[src/rtl/rdcla_pipe_if.sv]
// Operand/result bundle for the pipelined prefix adder.
// The master drives operands and result backpressure; the slave (the adder) returns the handshake and the result.
interface rdcla_pipe_if #(
  parameter int WIDTH = 32
);
  logic             in_valid;
  logic             in_ready;
  logic [WIDTH-1:0] a;
  logic [WIDTH-1:0] b;
  logic             cin;
  logic             sub;
  logic             out_valid;
  logic             out_ready;
  logic [WIDTH-1:0] sum;
  logic             cout;
  logic             ovf;

  modport master (
    output in_valid, a, b, cin, sub, out_ready,
    input  in_ready, out_valid, sum, cout, ovf
  );

  modport slave (
    input  in_valid, a, b, cin, sub, out_ready,
    output in_ready, out_valid, sum, cout, ovf
  );
endinterface

[src/rtl/rdcla_pipe.sv]
// Pipelined Kogge-Stone adder/subtractor using kill/propagate/generate carry status.
// Stage 0 encodes the operands, stages 1..LAT-1 each double the resolved prefix span.
// A single advance signal moves or freezes the whole pipe, bubbles included.
module rdcla_pipe #(
  parameter int WIDTH = 32
) (
  input logic        clk,
  input logic        rst,
  rdcla_pipe_if.slave bus
);
  localparam int LAT  = $clog2(WIDTH) + 1;
  localparam int LAST = LAT - 1;

  if (WIDTH < 2 || WIDTH > 64 || (WIDTH & (WIDTH - 1)) != 0) begin : g_bad_width
    $fatal(1, "rdcla_pipe: WIDTH must be a power of two between 2 and 64");
  end

  // Carry status per position is (hi,lo): kill=(0,0), propagate=(1,0), generate=(1,1).
  // Position 0 holds the effective carry-in; operand bit i sits at position i+1.
  logic [LAST:0]            valid_q;
  logic [LAST:0][WIDTH:0]   hi_q, lo_q;
  logic [LAST:0][WIDTH:0]   hi_d, lo_d;
  logic [LAST:0][WIDTH-1:0] psum_q;
  logic [LAST:0]            amsb_q, bmsb_q;

  logic             advance;
  logic [WIDTH-1:0] beff;
  logic             ceff;
  logic             top_prop;
  logic             carry_out;

  assign advance      = !valid_q[LAST] || bus.out_ready;
  assign bus.in_ready = advance;

  assign beff = bus.sub ? ~bus.b : bus.b;
  assign ceff = bus.sub | bus.cin;

  // Next-state of every carry-status stage: encode at stage 0, prefix-combine at distance 2^(k-1) after that.
  always_comb begin
    // NOTE: whole arrays get a default before the loops so no bit can fall through and infer a latch.
    hi_d = '0;
    lo_d = '0;
    hi_d[0] = {bus.a | beff, ceff};
    lo_d[0] = {bus.a & beff, ceff};
    for (int k = 1; k < LAT; k++) begin
      hi_d[k] = hi_q[k-1];
      lo_d[k] = lo_q[k-1];
      for (int j = 1 << (k - 1); j <= WIDTH; j++) begin
        // A propagating upper group takes the status of the group below it; K or G stays as is.
        if (hi_q[k-1][j] && !lo_q[k-1][j]) begin
          hi_d[k][j] = hi_q[k-1][j - (1 << (k - 1))];
          lo_d[k][j] = lo_q[k-1][j - (1 << (k - 1))];
        end
      end
    end
  end

  // Pipeline registers: status, partial sum and operand MSBs all shift together or hold together.
  always_ff @(posedge clk or posedge rst) begin
    // NOTE: payload registers are reset too, because the result outputs must read zero while rst is high.
    if (rst) begin
      valid_q <= '0;
      hi_q    <= '0;
      lo_q    <= '0;
      psum_q  <= '0;
      amsb_q  <= '0;
      bmsb_q  <= '0;
    end else if (advance) begin
      // NOTE: non-blocking assignments let every stage read the previous stage's old value in the same edge.
      valid_q <= {valid_q[LAST-1:0], bus.in_valid};
      hi_q    <= hi_d;
      lo_q    <= lo_d;
      psum_q  <= {psum_q[LAST-1:0], bus.a ^ beff};
      amsb_q  <= {amsb_q[LAST-1:0], bus.a[WIDTH-1]};
      bmsb_q  <= {bmsb_q[LAST-1:0], beff[WIDTH-1]};
    end
  end

  // After LAT-1 combine stages position WIDTH has only resolved positions 1..WIDTH;
  // if that whole group propagates, the carry-out is the carry-in held at position 0.
  assign top_prop  = hi_q[LAST][WIDTH] & ~lo_q[LAST][WIDTH];
  assign carry_out = top_prop ? lo_q[LAST][0] : lo_q[LAST][WIDTH];

  assign bus.out_valid = valid_q[LAST];
  assign bus.sum       = psum_q[LAST] ^ lo_q[LAST][WIDTH-1:0];
  assign bus.cout      = carry_out;
  // Same-sign operands giving a different-sign result; identical to carry[WIDTH] ^ carry[WIDTH-1].
  assign bus.ovf       = (amsb_q[LAST] == bmsb_q[LAST]) && (bus.sum[WIDTH-1] != amsb_q[LAST]);

  // Every carry position below WIDTH must be fully resolved (K or G) when a result leaves.
  always_comb begin
    if (valid_q[LAST]) begin
      assert ((hi_q[LAST][WIDTH-1:0] & ~lo_q[LAST][WIDTH-1:0]) == '0);
    end
  end
endmodule

[src/flat_wrapper.sv]
// flat-port wrapper written by rule: the top's interface ports become plain ports
module rdcla_pipe_flat 
#(
  parameter int WIDTH = 32
)
  (clk, rst, bus_in_valid, bus_a, bus_b, bus_cin, bus_sub, bus_out_ready, bus_in_ready, bus_out_valid, bus_sum, bus_cout, bus_ovf);
  rdcla_pipe_if #(.WIDTH(WIDTH)) bus_i ();
  input logic clk;
  input logic rst;
  input wire logic [$bits(bus_i.in_valid)-1:0] bus_in_valid;
  input wire logic [$bits(bus_i.a)-1:0] bus_a;
  input wire logic [$bits(bus_i.b)-1:0] bus_b;
  input wire logic [$bits(bus_i.cin)-1:0] bus_cin;
  input wire logic [$bits(bus_i.sub)-1:0] bus_sub;
  input wire logic [$bits(bus_i.out_ready)-1:0] bus_out_ready;
  output wire logic [$bits(bus_i.in_ready)-1:0] bus_in_ready;
  output wire logic [$bits(bus_i.out_valid)-1:0] bus_out_valid;
  output wire logic [$bits(bus_i.sum)-1:0] bus_sum;
  output wire logic [$bits(bus_i.cout)-1:0] bus_cout;
  output wire logic [$bits(bus_i.ovf)-1:0] bus_ovf;
  assign bus_i.in_valid = bus_in_valid;
  assign bus_i.a = bus_a;
  assign bus_i.b = bus_b;
  assign bus_i.cin = bus_cin;
  assign bus_i.sub = bus_sub;
  assign bus_i.out_ready = bus_out_ready;
  assign bus_in_ready = bus_i.in_ready;
  assign bus_out_valid = bus_i.out_valid;
  assign bus_sum = bus_i.sum;
  assign bus_cout = bus_i.cout;
  assign bus_ovf = bus_i.ovf;
  rdcla_pipe #(.WIDTH(WIDTH)) u_core (.clk(clk), .rst(rst), .bus(bus_i));
endmodule
[config.mk]
export PLATFORM = sky130hd
export DESIGN_NAME = rdcla_pipe_flat
export DESIGN_NICKNAME = d
export VERILOG_FILES = /design/src/rtl/rdcla_pipe_if.sv /design/src/rtl/rdcla_pipe.sv /design/src/flat_wrapper.sv
export SDC_FILE = /design/constraint.sdc
export NUM_CORES = 1
export LEC_CHECK = 0
export ABC_AREA = 1
export CAP_MARGIN = 20
export CORE_UTILIZATION = 50
export CTS_CLUSTER_DIAMETER = 150
export CTS_CLUSTER_SIZE = 16
export DETAILED_ROUTE_END_ITERATION = 8
export PLACE_DENSITY = 0.68
export SLEW_MARGIN = 15
export SYNTH_ARGS = -nofsm -noshare
export SYNTH_HDL_FRONTEND = slang
export SYNTH_SLANG_ARGS = --single-unit
[constraint.sdc]
create_clock -name clk -period 32.2 [get_ports clk]
set_clock_uncertainty 0.2 [all_clocks]
set_input_delay 9.66 -clock clk [delete_from_list [all_inputs] [get_ports clk]]
set_output_delay 9.66 -clock clk [all_outputs]
set_load 0.05 [all_outputs]
==> reports/results.txt, run 1 <==
Register area -> 13,600 um2
IO Port Bufs -> 105
Sink Count -> 543
Post-Route Setup TNS -> 0 ns
Pins Over Slew Limit -> 0
Critical path class -> in2out
Max Freq -> 0.0460 GHz
Longest Clk Path Bufs -> 3
Yosys top cell area share -> 55.9%
Worst endpoint required time -> 22.34 ns
Nets -> 3,216
Max H-tree Level -> 2
Most common cell in the netlist -> nand2_1
Clock tree from TritonCTS -> done
Largest net degree at the start of global routing -> 258
Wire length per cell -> 14.2 um
Antenna violations before repair -> 0
Power Density -> 96.6 nW/um2
Syn Inst Count -> 3,046
Fillers -> 4,460
Type of the tightest min-delay check -> reg2reg
Area of the mapped netlist -> 24,300 um2
Die footprint -> 49,500 um2
Final ANT Viol Nets -> 0
Top post-synthesis cells by count -> nand2_1, dfrtp_1, inv_1
Synth async-reset ratio -> 100%
Final Hold Fails -> 0
CTS Buf Count -> 39
Post-synth top area cell -> dfrtp_1
Root buf cell -> clkbuf_16
RSZ-0062 raised after global routing -> false
Worst path arrival time -> 11.87 ns
Final Core Density -> 55.8%
Dpl hpwl -> 35.5 mm
Die Ht -> 222 um
Number of max-cap violations -> 0
FP Rows -> 80
First-pass GRT wire length -> 89.2 mm
Starting Density -> 50.8%
Setup violators final -> 0
Area contributors post-synth -> dfrtp_1, nand2_1, inv_1
P&R area growth vs syn -> 9.75%
Sequential share of the synthesized area -> 55.9%
Leak -> 0.0152 uW
Clk Latency, worst-skew pair -> 0.57 ns
Fin Hold WS -> 0.257 ns
Drt pass-1 iters -> 5
Chip width -> 222 um
Ys flop type -> dfrtp_1
# IOs -> 106
Multi-input gate area -> 8880 um2
Critical Path Fanout Max -> 122
Status -> complete, no violations
Routability Congestion -> 0.817
Post-CTS Setup Inserts -> 0
#FFs+latches synth -> 543
Startpoint Class -> input port
Clock slew seen by the registers of the worst setup and hold paths -> 0.07 ns
Syn Nets -> 3,180
Core area -> 47,800 um2
CP endpoint kind -> primary output
Number of global-route vias before repair -> 17,500
Ys Warns -> 0
Total Routing Usage GR -> 22.2%
Post-Route WL -> 52.4 mm
Worst slew pin tran -> 1.22 ns
ANT cells -> 0
Post-synth EDFFs -> 0
Total power -> 2580 uW
Post-synthesis average cell area -> 7.98 um2
Cell variety after synth -> 15
Final worst-path cycle share -> 67.5%
Cts hold-fix bufs -> 0
Iteration-0 DRC Markers -> 1,531
# DRC -> 0
Worst VDD drop -> 0.0596 mV
Vias -> 17,900
Vias per Instance -> 4.83
Overflow after GRT -> 0
Tmin final -> 21.73 ns
Layout cells sized above 1 -> 1.91%
Max_slew headroom -> 18.7%
Post_cts resized -> 0
## critical path: stages
cell and delay (ns):
clkdlybuf4s50_1 0.54, inv_1 0.12, nand2_8 0.50, clkdlybuf4s50_1 0.94
## layout by cell type (no fill, tap or decap)
cell / Yosys / final
nand2_1: 1757 / 1757
dfrtp_1: 543 / 543
inv_1: 313 / 312
nand3_1: 106 / 106
clkdlybuf4s50_1: 0 / 104
o21ai_0: 74 / 74
ha_1: 64 / 64
xor2_1: 62 / 62
clkbuf_16: 0 / 40
buf_4: 25 / 7
buf_12: 0 / 3
buf_16: 0 / 2
nand2_8: 0 / 1
nor2_4: 1 / 1
a21o_1: 1 / 1
nor2_1: 1 / 1
inv_8: 0 / 1
clkinv_8: 0 / 1
inv_6: 0 / 1
clkbuf_1: 8 / 1
buf_2: 89 / 1
buf_6: 1 / 1
## metal layers
layer | GRT usage (%) | vias to the layer above | share of wire [%]
li1 | - | 9084 | -
met1 | 32.8 | 8435 | 49
met2 | 34.7 | 292 | 45
met3 | 2.45 | 59 | 3.4
met4 | 6.50 | 0 | 2.3
met5 | 0 | - | 0
## stage by stage
| step | cell area, um2 | std cells | setup slack [ns] |
|---|---|---|---|
| 6_report | 26700 | 3699 | 10.47 |
| 5_1_grt | 26700 | 3699 | 10.38 |
| 4_1_cts | 26600 | 3698 | 10.46 |
| 3_5_place_dp | 25600 | 3655 | 10.46 |
| 3_3_place_gp | 25600 | 3654 | 10.44 |
| 2_1_floorplan | 24300 | 3046 | 7.16 |
## sequential cells by signal (all words and copies together), names as in the netlist
| signal | count |
|---|---|
| u_core.lo_q | 167 |
| u_core.bmsb_q | 6 |
| u_core.hi_q | 135 |
| u_core.lo_d | 31 |
| u_core.psum_q | 192 |
| u_core.amsb_q | 6 |
| u_core.valid_q | 6 |
## kinds of logic (layout without fill, tap and decap cells)
| family | Yosys count | count (layout) | share of synthesized area (%) |
|---|---|---|---|
| simple gates | 1866 | 1866 | 29.4 |
| flops | 543 | 543 | 55.9 |
| buf+inv | 436 | 474 | 7.61 |
| compound gates | 75 | 75 | 1.55 |
| fa+ha+maj | 64 | 64 | 3.29 |
| xor+xnor | 62 | 62 | 2.23 |
## final timing paths
path / from / end / slack (ns) / cells past startpoint
max reg2reg: u_core.valid_q[5]$_DFFE_PP0P_ / u_core.hi_q[27]$_DFFE_PP0P_ / 28.61 / 6
min: u_core.valid_q[4]$_DFFE_PP0P_ / u_core.valid_q[5]$_DFFE_PP0P_ / 0.26 / 2
max: bus_out_ready / bus_in_ready / 10.47 / 4
max in group asynchronous: rst / u_core.lo_q[5]$_DFFE_PP0P_ / 20.19 / 5
min reg2reg: u_core.valid_q[4]$_DFFE_PP0P_ / u_core.valid_q[5]$_DFFE_PP0P_ / 0.26 / 2
min in group asynchronous: rst / u_core.psum_q[123]$_DFFE_PP0P_ / 9.44 / 2
## where the power goes
| part | internal [uW] | switching, uW |
|---|---|---|
| Clock | 222 | 224 |
| Combinational | 305 | 614 |
| Sequential | 978 | 235 |
## final cells by class
| cell class | instances | share of cell area (%) |
|---|---|---|
| Clock buffer | 41 | 3.77 |
| Clock inverter | 2 | 0.0938 |
| Inverter | 313 | 4.43 |
| Multi-Input combinational cell | 2067 | 33.3 |
| Sequential cell | 543 | 50.9 |
| Tap cell | 615 | 2.88 |
| Timing Repair Buffer | 118 | 4.59 |
Power figures use the tool's default switching activity.
==> inputs of run 2 (changes only) <==
clock period = 22.2 ns   (was 32.2 ns; I/O delays follow)
==> reports/results.txt, run 2 (synthesis gave the netlist of run 1 again) <==
Min-delay src -> u_core.valid_q[4]$_DFFE_PP0P_
Dpl hpwl -> 35.3 mm (-0.52%)
Chip width -> 222 um (unchanged)
Worst slack, placed -> 6.47 ns (-3.99 ns)
Final ANT Viol Nets -> 0 (unchanged)
Post_cts resized -> 0 (unchanged)
Pins Over Slew Limit -> 0 (unchanged)
Worst VDD drop -> 0.0837 mV (+40%)
Final worst-path cycle share -> 70.6%
Iteration-0 DRC Markers -> 1,539 (+0.52%)
RSZ-0062 raised after global routing -> false
Largest net degree at the start of global routing -> 262 (+1.6%)
Max reg flops -> 192 (unchanged)
Total Routing Usage GR -> 21.9% (-0.29 points)
Tmin final -> 15.68 ns
Biggest register -> u_core.psum_q
Layout cells sized above 1 -> 1.98% (+0.064 points)
RR Startpoint -> u_core.valid_q[5]$_DFFE_PP0P_
Sequential Power Share -> 47.2% (about the same)
Post-Route Setup TNS -> 0 ns (unchanged)
Switch share -> 41.5% (-0.15 points)
Number of global-route vias before repair -> 17,300 (-1.3%)
Max_slew headroom -> 15.2% (-3.5 points)
Drt pass-1 iters -> 5 (unchanged)
Core area -> 47,800 um2 (unchanged)
Hold EP -> u_core.valid_q[5]$_DFFE_PP0P_
FP Rows -> 80 (unchanged)
Root buf cell -> clkbuf_16
# DRC -> 0 (unchanged)
Number of max-cap violations -> 0 (unchanged)
Worst path arrival time -> 8.82 ns (-3.05 ns)
Die footprint -> 49,500 um2 (unchanged)
Fillers -> 4,472 (+0.27%)
Antenna violations before repair -> 0 (unchanged)
Cell-internal power -> 2190 uW (+45%)
# IOs -> 106 (unchanged)
IO Port Bufs -> 105 (unchanged)
Commonest cells after routing, fill and taps aside -> nand2_1, dfrtp_1, inv_1
Commonest non-fill, non-tap cell in the layout -> nand2_1
Power Density -> 140 nW/um2 (+45%)
Hold Path Stages -> 2 (unchanged)
Type of the tightest min-delay check -> reg2reg
Combinational power share -> 35.5% (-0.2 points)
Worst slew pin tran -> 1.27 ns (+0.0521 ns)
Critical path class -> in2out
Worst R2R End -> u_core.lo_q[94]$_DFFE_PP0P_
Status -> complete, no violations
Setup ws final -> 6.52 ns (-3.95 ns)
CTS Buf Count -> 39 (unchanged)
Vias -> 17,900 (+0.078%)
Leak -> 0.0152 uW (about the same)
Clock tree from TritonCTS -> done
Final Hold Fails -> 0 (unchanged)
Clk Latency, worst-skew pair -> 0.54 ns (-0.03 ns)
Die Ht -> 222 um (unchanged)
Worst endpoint required time -> 15.34 ns (-7.00 ns)
CP endpoint kind -> primary output
Starting Density -> 50.8% (unchanged)
Post-Route WL -> 52.3 mm (-0.12%)
Critical Path Fanout Max -> 131 (+7.4%)
Clock slew seen by the registers of the worst setup and hold paths -> 0.07 ns (about the same)
Cts hold-fix bufs -> 0 (unchanged)
Vias per Instance -> 4.83 (about the same)
Setup violators final -> 0 (unchanged)
Psw -> 1550 uW (+45%)
Wire length per cell -> 14.1 um (-0.17%)
Routability Congestion -> 0.810 (-0.86%)
Reg2reg setup slack -> 18.54 ns (-10.07 ns)
First-pass GRT wire length -> 88.5 mm (-0.84%)
Clk pwr share -> 17.3% (about the same)
Worst-case reg-to-reg path depth -> 8 (+2)
Sink Count -> 543 (unchanged)
P&R area growth vs syn -> 9.83% (about the same)
Largest registers -> u_core.psum_q: 192 flops, u_core.lo_q: 167 flops, u_core.hi_q: 135 flops
Max H-tree Level -> 2 (unchanged)
Longest Clk Path Bufs -> 3 (unchanged)
Startpoint Class -> input port
Max Freq -> 0.0638 GHz
Nets -> 3,219 (+0.093%)
Overflow after GRT -> 0 (unchanged)
ANT cells -> 0 (unchanged)
Post-CTS Setup Inserts -> 0 (unchanged)
## run 2: layout make-up
| type | count | area [um2] | area share, % |
|---|---|---|---|
| timing repair buffer | 121 | 1240 | 4.66 |
| sequential | 543 | 13600 | 50.9 |
| tap | 615 | 769 | 2.88 |
| clock buffer | 42 | 1030 | 3.86 |
| inverter | 313 | 1180 | 4.43 |
| multi-input combinational | 2067 | 8880 | 33.3 |
## run 2: metrics by stage
step / util (%) / total power [uW] / hold WS, ns / instances / instance area [um2]
after floorplan: - / 2670 / 0.220 / 3046 / 24300
after global placement: 53.5 / 3080 / 0.231 / 3656 / 25600
after detailed placement: 53.5 / 3110 / 0.245 / 3656 / 25600
after CTS: 55.6 / 3770 / 0.263 / 3698 / 26600
after global routing: 55.8 / 4030 / 0.271 / 3701 / 26700
final: 55.8 / 3740 / 0.258 / 3701 / 26700
## run 2: per-layer routing
layer | track usage [%] | vias up | wire length (um)
li1 | - | 9098 | -
met1 | 33.2 | 8432 | 26200
met2 | 34.0 | 299 | 23300
met3 | 2.41 | 55 | 1840
met4 | 4.76 | 0 | 882
met5 | 0 | - | 0
## run 2: worst max-delay path, cell delays in order
cell	delay (ns)
clkdlybuf4s50_1	0.53
inv_1	0.12
nand2_8	0.56
clkdlybuf4s50_1	0.94
## run 2: worst max-delay path by stage
stage,cells past startpoint,endpoint,startpoint,slack [ns]
2_1_floorplan,1,u_core.amsb_q[0]$_DFFE_PP0P_,rst,0.16
3_3_place_gp,4,bus_in_ready,bus_out_ready,6.46
3_5_place_dp,4,bus_in_ready,bus_out_ready,6.47
4_1_cts,4,bus_in_ready,bus_out_ready,6.47
5_1_grt,4,bus_in_ready,bus_out_ready,6.39
6_report,4,bus_in_ready,bus_out_ready,6.52
## run 2: power by group through the flow
stage | clock, uW | sequential, uW | combinational [uW]
after CTS | 664 | 1760 | 1340
after floorplan | 0 | 1660 | 1010
final | 648 | 1760 | 1330
after global routing | 700 | 1820 | 1520
after global placement | 0 | 1760 | 1310
after detailed placement | 0 | 1780 | 1340
==> inputs of run 3 (changes only) <==
clock period = 14.6 ns   (was 22.2 ns; I/O delays follow)
==> reports/results.txt, run 3 (synthesis gave the netlist of run 1 again) <==
ANT cells -> 0 (unchanged)
Clk Latency, worst-skew pair -> 0.57 ns (+0.03 ns)
Final Hold Fails -> 0 (unchanged)
Post_cts resized -> 0 (unchanged)
Cell area after layout -> 26,700 um2 (about the same)
Commonest cells after routing, fill and taps aside -> nand2_1, dfrtp_1, inv_1
Cts hold-fix bufs -> 0 (unchanged)
Max reg flops -> 192 (unchanged)
Chip width -> 222 um (unchanged)
Wire length per cell -> 14.2 um (+0.47%)
Setup ws final -> 3.66 ns (-2.87 ns)
Post-Route WL -> 52.5 mm (+0.44%)
Overflow after GRT -> 0 (unchanged)
Iteration-0 DRC Markers -> 1,687 (+9.6%)
Layout cells sized above 1 -> 1.94% (-0.032 points)
CP endpoint kind -> primary output
# IOs -> 106 (unchanged)
IO Port Bufs -> 105 (unchanged)
Max Freq -> 0.0914 GHz
Post-Route Setup TNS -> 0 ns (unchanged)
Leak -> 0.0152 uW (about the same)
Min-delay src -> u_core.valid_q[4]$_DFFE_PP0P_
Biggest register -> u_core.psum_q
Die Ht -> 222 um (unchanged)
First-pass GRT wire length -> 88.7 mm (+0.20%)
Type of the tightest min-delay check -> reg2reg
Power Density -> 213 nW/um2 (+52%)
Worst R2R End -> u_core.hi_q[20]$_DFFE_PP0P_
Critical Path Fanout Max -> 83 (-37%)
Total power -> 5690 uW (+52%)
Root buf cell -> clkbuf_16
P&R area growth vs syn -> 9.79% (about the same)
Hold EP -> u_core.valid_q[5]$_DFFE_PP0P_
Dpl hpwl -> 35.3 mm (+0.13%)
# DRC -> 0 (unchanged)
FP Rows -> 80 (unchanged)
Worst endpoint required time -> 10.02 ns (-5.32 ns)
Worst slew pin tran -> 1.11 ns (-0.158 ns)
Core area -> 47,800 um2 (unchanged)
Commonest non-fill, non-tap cell in the layout -> nand2_1
Vias per Instance -> 4.88 (+1.0%)
Post-CTS Setup Inserts -> 0 (unchanged)
Worst-case reg-to-reg path depth -> 5 (-3)
Pins Over Slew Limit -> 0 (unchanged)
Startpoint Class -> input port
Hold Path Stages -> 2 (unchanged)
Crit. Startpoint -> bus_out_ready
Max H-tree Level -> 2 (unchanged)
Largest net degree at the start of global routing -> 209 (-20%)
Critical path class -> in2out
Clock slew seen by the registers of the worst setup and hold paths -> 0.07 ns (about the same)
Number of global-route vias before repair -> 17,400 (+0.26%)
Final ANT Viol Nets -> 0 (unchanged)
Total Routing Usage GR -> 22.0% (+0.10 points)
Longest Clk Path Bufs -> 3 (unchanged)
Number of max-cap violations -> 0 (unchanged)
Worst path arrival time -> 6.36 ns (-2.46 ns)
Final worst-path cycle share -> 75.0%
Sink Count -> 543 (unchanged)
Starting Density -> 50.8% (unchanged)
Die footprint -> 49,500 um2 (unchanged)
CTS Buf Count -> 39 (unchanged)
Max_slew headroom -> 25.8% (+11 points)
Reg2reg setup slack -> 11.08 ns (-7.46 ns)
Dpl cell area -> 25,600 um2 (about the same)
Status -> complete, no violations
Largest registers -> u_core.psum_q: 192 flops, u_core.lo_q: 167 flops, u_core.hi_q: 135 flops
Vias -> 18,100 (+0.97%)
RSZ-0062 raised after global routing -> false
Clock tree from TritonCTS -> done
Fillers -> 4,446 (-0.58%)
Antenna violations before repair -> 0 (unchanged)
Tmin final -> 10.94 ns
Nets -> 3,218 (-0.031%)
RR Startpoint -> u_core.valid_q[5]$_DFFE_PP0P_
Worst slack, placed -> 3.66 ns (-2.81 ns)
Final Core Density -> 55.8% (about the same)
Drt pass-1 iters -> 5 (unchanged)
Worst VDD drop -> 0.115 mV (+37%)
Setup violators final -> 0 (unchanged)
Routability Congestion -> 0.828 (+2.2%)
## run 3: changes by cell type in the layout (fill, tap and decap cells not counted)
cell,before,now
buf_4,11,10
clkinvlp_4,0,1
inv_8,1,0
## run 3: where the power goes
part | total [uW] | switching, uW | internal, uW
sequential | 2680 | 525 | 2160
combinational | 2020 | 1340 | 671
clock | 994 | 497 | 497
total | 5690 | 2370 | 3320
## run 3: worst max-delay path by stage
stage	end	slack, ns	cells past startpoint
floorplan	u_core.amsb_q[0]$_DFFE_PP0P_	2.63	1
global placement	bus_in_ready	3.63	4
detailed placement	bus_in_ready	3.66	4
CTS	bus_in_ready	3.66	4
global route	bus_in_ready	3.58	4
finish	bus_in_ready	3.66	4
## run 3: routing by layer
| layer | track usage (%) | routed length (um) | vias to the layer above |
|---|---|---|---|
| met3 | 2.42 | 2020 | 72 |
| met2 | 33.9 | 23500 | 348 |
| met5 | 0 | 0 | - |
| met4 | 6.18 | 1190 | 0 |
| met1 | 33.0 | 25900 | 8531 |
| li1 | - | - | 9107 |
## run 3: layout make-up
class | instances | area (um2) | share of cell area [%]
flip-flops and latches | 543 | 13600 | 50.9
multi-input cells | 2067 | 8880 | 33.3
repair buffers | 120 | 1240 | 4.63
inverters | 313 | 1180 | 4.42
clock buffers | 42 | 1030 | 3.86
well taps | 615 | 769 | 2.88
## run 3: metrics by stage
step                cells  hold WS (ns)
global route         3700         0.265
detailed placement   3656         0.236
floorplan            3046         0.220
CTS                  3698         0.254
finish               3700         0.250
global placement     3656         0.231
## run 3: worst max-delay path: stages
cell             delay, ns
clkdlybuf4s50_1       0.53
inv_1                 0.12
nand2_8               0.37
clkdlybuf4s50_1       0.90
